## src/rtl/lot_gate_tracker.sv

```systemverilog
// Two-beam parking gate tracker: decodes car entry/exit sequences from sensors a (outer)
// and b (inner), and keeps a BCD occupancy count with full/empty flags and a dwell-timeout fault.
module lot_gate_tracker #(
    parameter logic [7:0]  CAPACITY       = 8'h20,
    parameter int unsigned TIMEOUT_CYCLES = 50_000_000
) (
    input  logic       clk,
    input  logic       reset,
    input  logic       a,
    input  logic       b,
    output logic [7:0] count,
    output logic       entry_pulse,
    output logic       exit_pulse,
    output logic       reject,
    output logic       full,
    output logic       empty,
    output logic       fault
);
    localparam int DW = (TIMEOUT_CYCLES > 1) ? $clog2(TIMEOUT_CYCLES) : 1;
    localparam logic [DW-1:0] DWELL_MAX = DW'(TIMEOUT_CYCLES - 1);

    typedef enum logic [2:0] {IDLE, E1, E2, E3, X1, X2, X3, FAULT} state_t;

    state_t        state_reg, state_next;
    logic [DW-1:0] dwell_reg;
    logic [7:0]    count_reg;
    logic          entry_pulse_reg, exit_pulse_reg, reject_reg;
    logic          entry_ev, exit_ev, mid_seq;
    logic [1:0]    sens;

    function automatic logic [7:0] bcd_inc(input logic [7:0] v);
        if (v[3:0] == 4'd9)
            return {v[7:4] + 4'd1, 4'd0};
        return {v[7:4], v[3:0] + 4'd1};
    endfunction

    function automatic logic [7:0] bcd_dec(input logic [7:0] v);
        if (v[3:0] == 4'd0)
            return {v[7:4] - 4'd1, 4'd9};
        return {v[7:4], v[3:0] - 4'd1};
    endfunction

    assign sens    = {a, b};
    assign mid_seq = (state_reg != IDLE) && (state_reg != FAULT);

    always_ff @(posedge clk or posedge reset) begin
        if (reset)
            state_reg <= IDLE;
        else
            state_reg <= state_next;
    end

    // Exit states mirror the entry states with the two beams swapped.
    always_comb begin
        state_next = state_reg;
        entry_ev   = 1'b0;
        exit_ev    = 1'b0;
        case (state_reg)
            IDLE: case (sens)
                2'b10:   state_next = E1;
                2'b01:   state_next = X1;
                2'b11:   state_next = FAULT;
                default: state_next = IDLE;
            endcase
            E1: case (sens)
                2'b11:   state_next = E2;
                2'b00:   state_next = IDLE;
                2'b01:   state_next = FAULT;
                default: state_next = E1;
            endcase
            E2: case (sens)
                2'b01:   state_next = E3;
                2'b10:   state_next = E1;
                2'b00:   state_next = FAULT;
                default: state_next = E2;
            endcase
            E3: case (sens)
                2'b00: begin
                    state_next = IDLE;
                    entry_ev   = 1'b1;
                end
                2'b11:   state_next = E2;
                2'b10:   state_next = FAULT;
                default: state_next = E3;
            endcase
            X1: case (sens)
                2'b11:   state_next = X2;
                2'b00:   state_next = IDLE;
                2'b10:   state_next = FAULT;
                default: state_next = X1;
            endcase
            X2: case (sens)
                2'b10:   state_next = X3;
                2'b01:   state_next = X1;
                2'b00:   state_next = FAULT;
                default: state_next = X2;
            endcase
            X3: case (sens)
                2'b00: begin
                    state_next = IDLE;
                    exit_ev    = 1'b1;
                end
                2'b11:   state_next = X2;
                2'b01:   state_next = FAULT;
                default: state_next = X3;
            endcase
            FAULT: state_next = (sens == 2'b00) ? IDLE : FAULT;
            default: state_next = IDLE;
        endcase

        // A car stalled mid-sequence too long is treated as a sensor fault.
        if (mid_seq && (state_next == state_reg) && (dwell_reg == DWELL_MAX))
            state_next = FAULT;
    end

    always_ff @(posedge clk or posedge reset) begin
        if (reset)
            dwell_reg <= '0;
        else if (!mid_seq || (state_next != state_reg))
            dwell_reg <= '0;
        else
            dwell_reg <= dwell_reg + 1'b1;
    end

    always_ff @(posedge clk or posedge reset) begin
        if (reset) begin
            count_reg       <= 8'h00;
            entry_pulse_reg <= 1'b0;
            exit_pulse_reg  <= 1'b0;
            reject_reg      <= 1'b0;
        end else begin
            entry_pulse_reg <= entry_ev;
            exit_pulse_reg  <= exit_ev;
            reject_reg      <= 1'b0;
            if (entry_ev) begin
                if (count_reg < CAPACITY)
                    count_reg <= bcd_inc(count_reg);
                else
                    reject_reg <= 1'b1;
            end else if (exit_ev) begin
                if (count_reg != 8'h00)
                    count_reg <= bcd_dec(count_reg);
                else
                    reject_reg <= 1'b1;
            end
        end
    end

    assign count       = count_reg;
    assign entry_pulse = entry_pulse_reg;
    assign exit_pulse  = exit_pulse_reg;
    assign reject      = reject_reg;
    assign full        = (count_reg == CAPACITY);
    assign empty       = (count_reg == 8'h00);
    assign fault       = (state_reg == FAULT);
endmodule

```

## config.mk

```make
export PLATFORM = sky130hd
export DESIGN_NAME = lot_gate_tracker
export DESIGN_NICKNAME = d
export VERILOG_FILES = /design/src/rtl/lot_gate_tracker.sv
export SDC_FILE = /design/constraint.sdc
export NUM_CORES = 1
export LEC_CHECK = 0
export CAP_MARGIN = 20
export CORE_UTILIZATION = 45
export CTS_CLUSTER_DIAMETER = 120
export CTS_CLUSTER_SIZE = 14
export DETAILED_ROUTE_END_ITERATION = 7
export PLACE_DENSITY = 0.76
export SLEW_MARGIN = 20
export SYNTH_ARGS = -nofsm -noshare
export SYNTH_HDL_FRONTEND = slang
export SYNTH_SLANG_ARGS = --single-unit
```

## constraint.sdc

```tcl
create_clock -name clk -period 2.3 [get_ports clk]
set_clock_uncertainty 0.2 [all_clocks]
set_input_delay 0.23 -clock clk [delete_from_list [all_inputs] [get_ports clk]]
set_output_delay 0.23 -clock clk [all_outputs]
set_load 0.005 [all_outputs]
```

# After elaboration in Yosys (flattened, before gate mapping)
# Index checks and enable logic that the tools add are counted.
# word_totals
reg_bits	40
latch_bits	0
mem_bits_rw	0
romBits	0
input_bits	4
output_inout_bits	14
elab_cells	80
memories	0
# classes
add_sub_neg	5
mul	0
div	0
n_lt_le_gt_ge	1
n_eq_ne	18
n_shift	0
n_mux	33
bitwise_logic	0
reduce_logical	16
# op_table
op	n
8-bit 2-to-1 mux	8
3-bit case mux with 3 select lines	6
26-bit by 1-bit adder with 26-bit output (second input constant)	1
26-bit equality test (second input constant)	1
26-bit 2-to-1 mux	1
3-bit case mux with 8 select lines	1
1-bit 2-to-1 mux	14
3-bit equality test (second input constant)	4
4-bit by 1-bit adder with 4-bit output (second input constant)	2
8-bit by 6-bit equality test with 1-bit output (second input constant)	1
8-bit zero test	1
8-bit by 6-bit less-than comparator with 1-bit output (second input constant)	1
8-bit nonzero test	1
4-bit by 1-bit subtractor with 4-bit output (second input constant)	2
3-bit by 2-bit equality test with 1-bit output (second input constant)	2
3-bit 2-to-1 mux	2
2-bit case mux with 3 select lines	1
2-bit nonzero test	3
5-bit AND reduction	1
2-bit equality test (second input constant)	2
4-bit equality test (second input constant)	1
4-bit zero test	1
2-bit by 1-bit != test with 1-bit output (second input constant)	2
3-bit by 1-bit equality test with 1-bit output (second input constant)	1
11 further kinds	13

# Longest topological paths before layout
# depth
ltp_word	10
depth_mapped	9
mapped_depth_nobuf	8

# Least setup slack after synthesis
# Ideal clock, no wire load.
# synth_timing
kind	register to register
from	reg dwell_reg[8]
to	reg dwell_reg[19]
setup_ns	0.142
arrival_time_ns	1.879
t_required_ns	1.958
slack_ns	0.079
path_stages_with_launch	6
path_buffers	1
synth_period_minus_slack_ns	2.221
path_cell_list	dfrtp_1 > or4b_2 > nor4_1 > nand4b_1 > buf_2 > nor4b_1
# synth_between
elab_chain_len	6
word_cells_on_any_way	7
classes_between	add/sub (1); eq/ne (2); mux (2); reduce/logical (2)
# synth_lines
item	line	rtl
start: declaration	25	logic [DW-1:0] dwell_reg;
start signal: assignment	122	dwell_reg <= dwell_reg + 1'b1;
branches (longest 5 deep; another with 26-bit by 1-bit adder with 26-bit output)	n/a	
26-bit 2-to-1 mux (*)	119	else if (!mid_seq || (state_next != state_reg))
# Mark *: on every way between the ends.
# A chain may end at the register's enable or synchronous reset.

# Worst setup path in the final report
# layout_timing
from	reg state_reg[1]
to	reg dwell_reg[3]
# layout_between
elab_chain_len	9
word_cells_on_any_way	20
classes_between	eq/ne (10); mux (3); reduce/logical (7)
# layout_lines
item	line	rtl
start: declaration	24	state_t state_reg, state_next;
start signal: assignment	50	state_reg <= state_next;
3-bit equality test, or another cell as far along	58	case (state_reg)
3-bit case mux with 8 select lines	58	
3-bit equality test	112	if (mid_seq && (state_next == state_reg) && (dwell_reg == DWELL_MAX))
1-bit logical AND (2 in series)	112	
3-bit 2-to-1 mux	112	
3-bit != test	119	
1-bit logical OR (*)	119	
26-bit 2-to-1 mux (*)	119	
# Mark *: on every way between the ends. The rest lies on a longest branch, timed or not.

==> summary.md <==
| Metric | Value |
|---|---|
| Ys Warns | `0` |
| Worst slew pin tran | `0.523 ns` |
| Delay-heaviest family, CP | `simple AND/OR/NAND/NOR gates` |
| Crit share post-route | `1.01` |
| Die ar. | `6610 um2` |
| Via density | `5.77` |
| H-tree depth | `2` |
| Clock latency at the later pin of the worst-skew pair | `0.29 ns` |
| # diodes | `0` |
| CP arrival | `2.33 ns` |
| Pins Over Slew Limit | `0` |
| Placer Congestion | `0.971` |
| Worst Setup Start Kind | `register` |
| DP Wirelength | `4450 um` |
| Fin. Hold Viols | `0` |
| First-pass GRT wire length | `11500 um` |
| Placed cell area | `3360 um2` |
| Crit end category | `register` |
| Post-synth EDFFs | `0` |
| Leakage | `1.63 nW` |
| Final setup fails | `2` |
| Synth Flop Type | `dfrtp_1` |
| Detailed-route via count | `2589` |
| CTS buffer count | `5` |
| Reg2reg start | `state_reg[1]` |
| Finished Cell Area | `3940 um2` |
| Async SR Flop Fraction | `1.00` |
| Crit path cell chain | `or4_4 > a32o_2 > a221o_2 > buf_6 > buf_16 > nor3_1` |
| Post-synth top area cell | `dfrtp_1` |
| Syn Nets | `325` |
| Reg2Reg Capture Point | `dwell_reg[3]` |
| Mapped Cells | `308` |
| Synthesized area per cell | `9.18 um2` |
| Register area share after synthesis | `0.354` |
| Post-synth top area share | `0.354` |
| PortBufs | `17` |
| Worst setup slack after layout | `-0.0184 ns` |
| Die Y | `81.3 um` |
| CTS tree | `built` |
| Pin count of the biggest net entering global routing | `41` |
| Gr ovfl total | `0` |
| Ranking of synthesized cells by area | `dfrtp_1, xnor2_1, ha_1, nor3_2, nand2_1` |
| Total GRT Usage | `0.225` |
| CP bufs+invs | `2` |
| Max-cap violations | `0` |
| Routed wire length | `7710 um` |
| Worst vdd ir | `728 uV` |
| Violated checks | `negative setup slack` |
| Max Freq | `0.431 GHz` |
| TritonRoute pass-1 iters | `4` |
| Io pins | `18` |
| Reg clk slew, reported paths | `0.07 ns` |
| Power Density | `1010 nW/um2` |
| Post-synth top cells | `dfrtp_1, nand2_1, xnor2_1` |
| R2r worst-path depth | `6` |
| Hold_buf cts | `0` |
| Crit Path Max Fanout | `7` |
| CP startpoint | `state_reg[1]` |
| Final core occ | `0.657` |
| Synth-to-layout area growth | `39.2%` |
| Flop and latch count out of synthesis | `40` |
| Die Wd | `81.3 um` |
| Netlist cell types | `53` |
| Drt drc | `0` |
| Total core area | `5990 um2` |
| Critical path depth | `6` |
| Clock buffer depth | `2` |
| Initial Util | `0.472` |
| Share of cells above drive strength 1 | `0.342` |
| Critical Path Sink | `dwell_reg[3]` |
| Crit-path slowest cell | `or4_4` |
| CTS sink cnt | `40` |
| Worst path required time | `2.31 ns` |
| DP Worst Slack | `-0.590 ns` |
| Synthesized area | `2830 um2` |
| Number of DRC markers in iteration 0 | `111` |
| Hold WS | `0.172 ns` |
| Wirelength per Cell | `17.2 um` |
| Top-count cell post-synth | `dfrtp_1` |
| Min Clock Period, post-route | `2.32 ns` |
| Core Rows | `28` |
| Kind of critical path | `register to register` |
| Number of global-route vias before repair | `2434` |
| RSZ-0062 raised after global routing | `true` |
| Nets | `390` |
| Clk root buf | `clkbuf_8` |
| Number of flip-flops in the largest register | `26` |
| CP max stage delay | `0.54 ns` |
| Hold/Removal Path Class | `primary input to asynchronous set/reset pin` |
| Relative slew margins | `0.652` |
| R2r setup slk | `-0.02 ns` |
| Outcome | `finished, violations left` |
| Final ANT Viol Nets | `0` |
| Initial antenna violation count | `0` |
[report_power, final]
group	internal [mW]	switching [mW]	total (mW)
Clock	0.245	0.242	0.486
Sequential	0.795	0.133	0.928
Combinational	1.20	1.37	2.57
Total	2.24	1.74	3.98
[logic make-up after synthesis]
logic type | synth area share
buffers and inverters | 0.0597
flip-flops | 0.354
XOR/XNOR | 0.0836
adder cells (fa/ha/maj) | 0.0575
AO/OA/AOI/OAI | 0.123
AND/OR/NAND/NOR | 0.322
[how the worst min path moves through the flow]
| stage | endpoint | start | depth (start not counted) | slack (ns) |
|---|---|---|---|---|
| 2_1_floorplan | count[0] | reset | 1 | 0.25 |
| 3_3_place_gp | dwell_reg[0] | dwell_reg[0] | 1 | 0.34 |
| 3_5_place_dp | dwell_reg[0] | dwell_reg[0] | 1 | 0.34 |
| 4_1_cts | exit_pulse | reset | 3 | 0.19 |
| 5_1_grt | count[2] | reset | 3 | 0.22 |
| 6_report | count[2] | reset | 3 | 0.17 |
[metal layers]
| layer | wire length, um | up-vias | track usage |
|---|---|---|---|
| li1 | - | 1246 | - |
| met1 | 3470 | 1275 | 0.305 |
| met2 | 3860 | 56 | 0.370 |
| met3 | 286 | 12 | 0.0371 |
| met4 | 96 | 0 | 0.0536 |
| met5 | 0 | - | 0 |
[layout make-up]
type                            instances  area [um2]
Fill cell                             468        2050
Multi-Input combinational cell        233        1960
Sequential cell                        40        1000
Timing Repair Buffer                   76         727
Tap cell                               75        93.8
Clock buffer                            8        90.1
Inverter                               17        68.8
[metrics by stage]
step	std cells	total power, mW	setup TNS [ns]
global route	449	4.18	-0.692
CTS	440	3.46	0
finish	449	3.98	-0.0215
detailed placement	427	2.60	-16.97
floorplan	308	2.00	0
global placement	427	2.58	-14.49
[placed cells by master (no fill, tap or decap), types with 7 or more instances in the layout]
| cell | n |
|---|---|
| buf_4 | 47 |
| dfrtp_1 | 39 |
| nand2_1 | 23 |
| xnor2_1 | 21 |
| nor2_1 | 19 |
| clkdlybuf4s50_1 | 14 |
| inv_1 | 13 |
| nor3_1 | 12 |
| ha_1 | 11 |
| nand3_1 | 9 |
| nor3_2 | 9 |
| o21ai_0 | 9 |
| nand2b_1 | 7 |
[repair_timing]
action / 4_1_cts / 5_1_grt
pin swaps: 5 / 19
resized for setup: 22 / 54
buffers inserted: 3 / 7
gates cloned: 2 / 2
endpoints found under the setup margin: 36 / 33
[worst min-delay path, cell delays in order]
cell and delay, ns:
clkdlybuf4s50_1 0.40, inv_1 0.05, buf_4 0.43
Power figures use the tool's default switching activity.
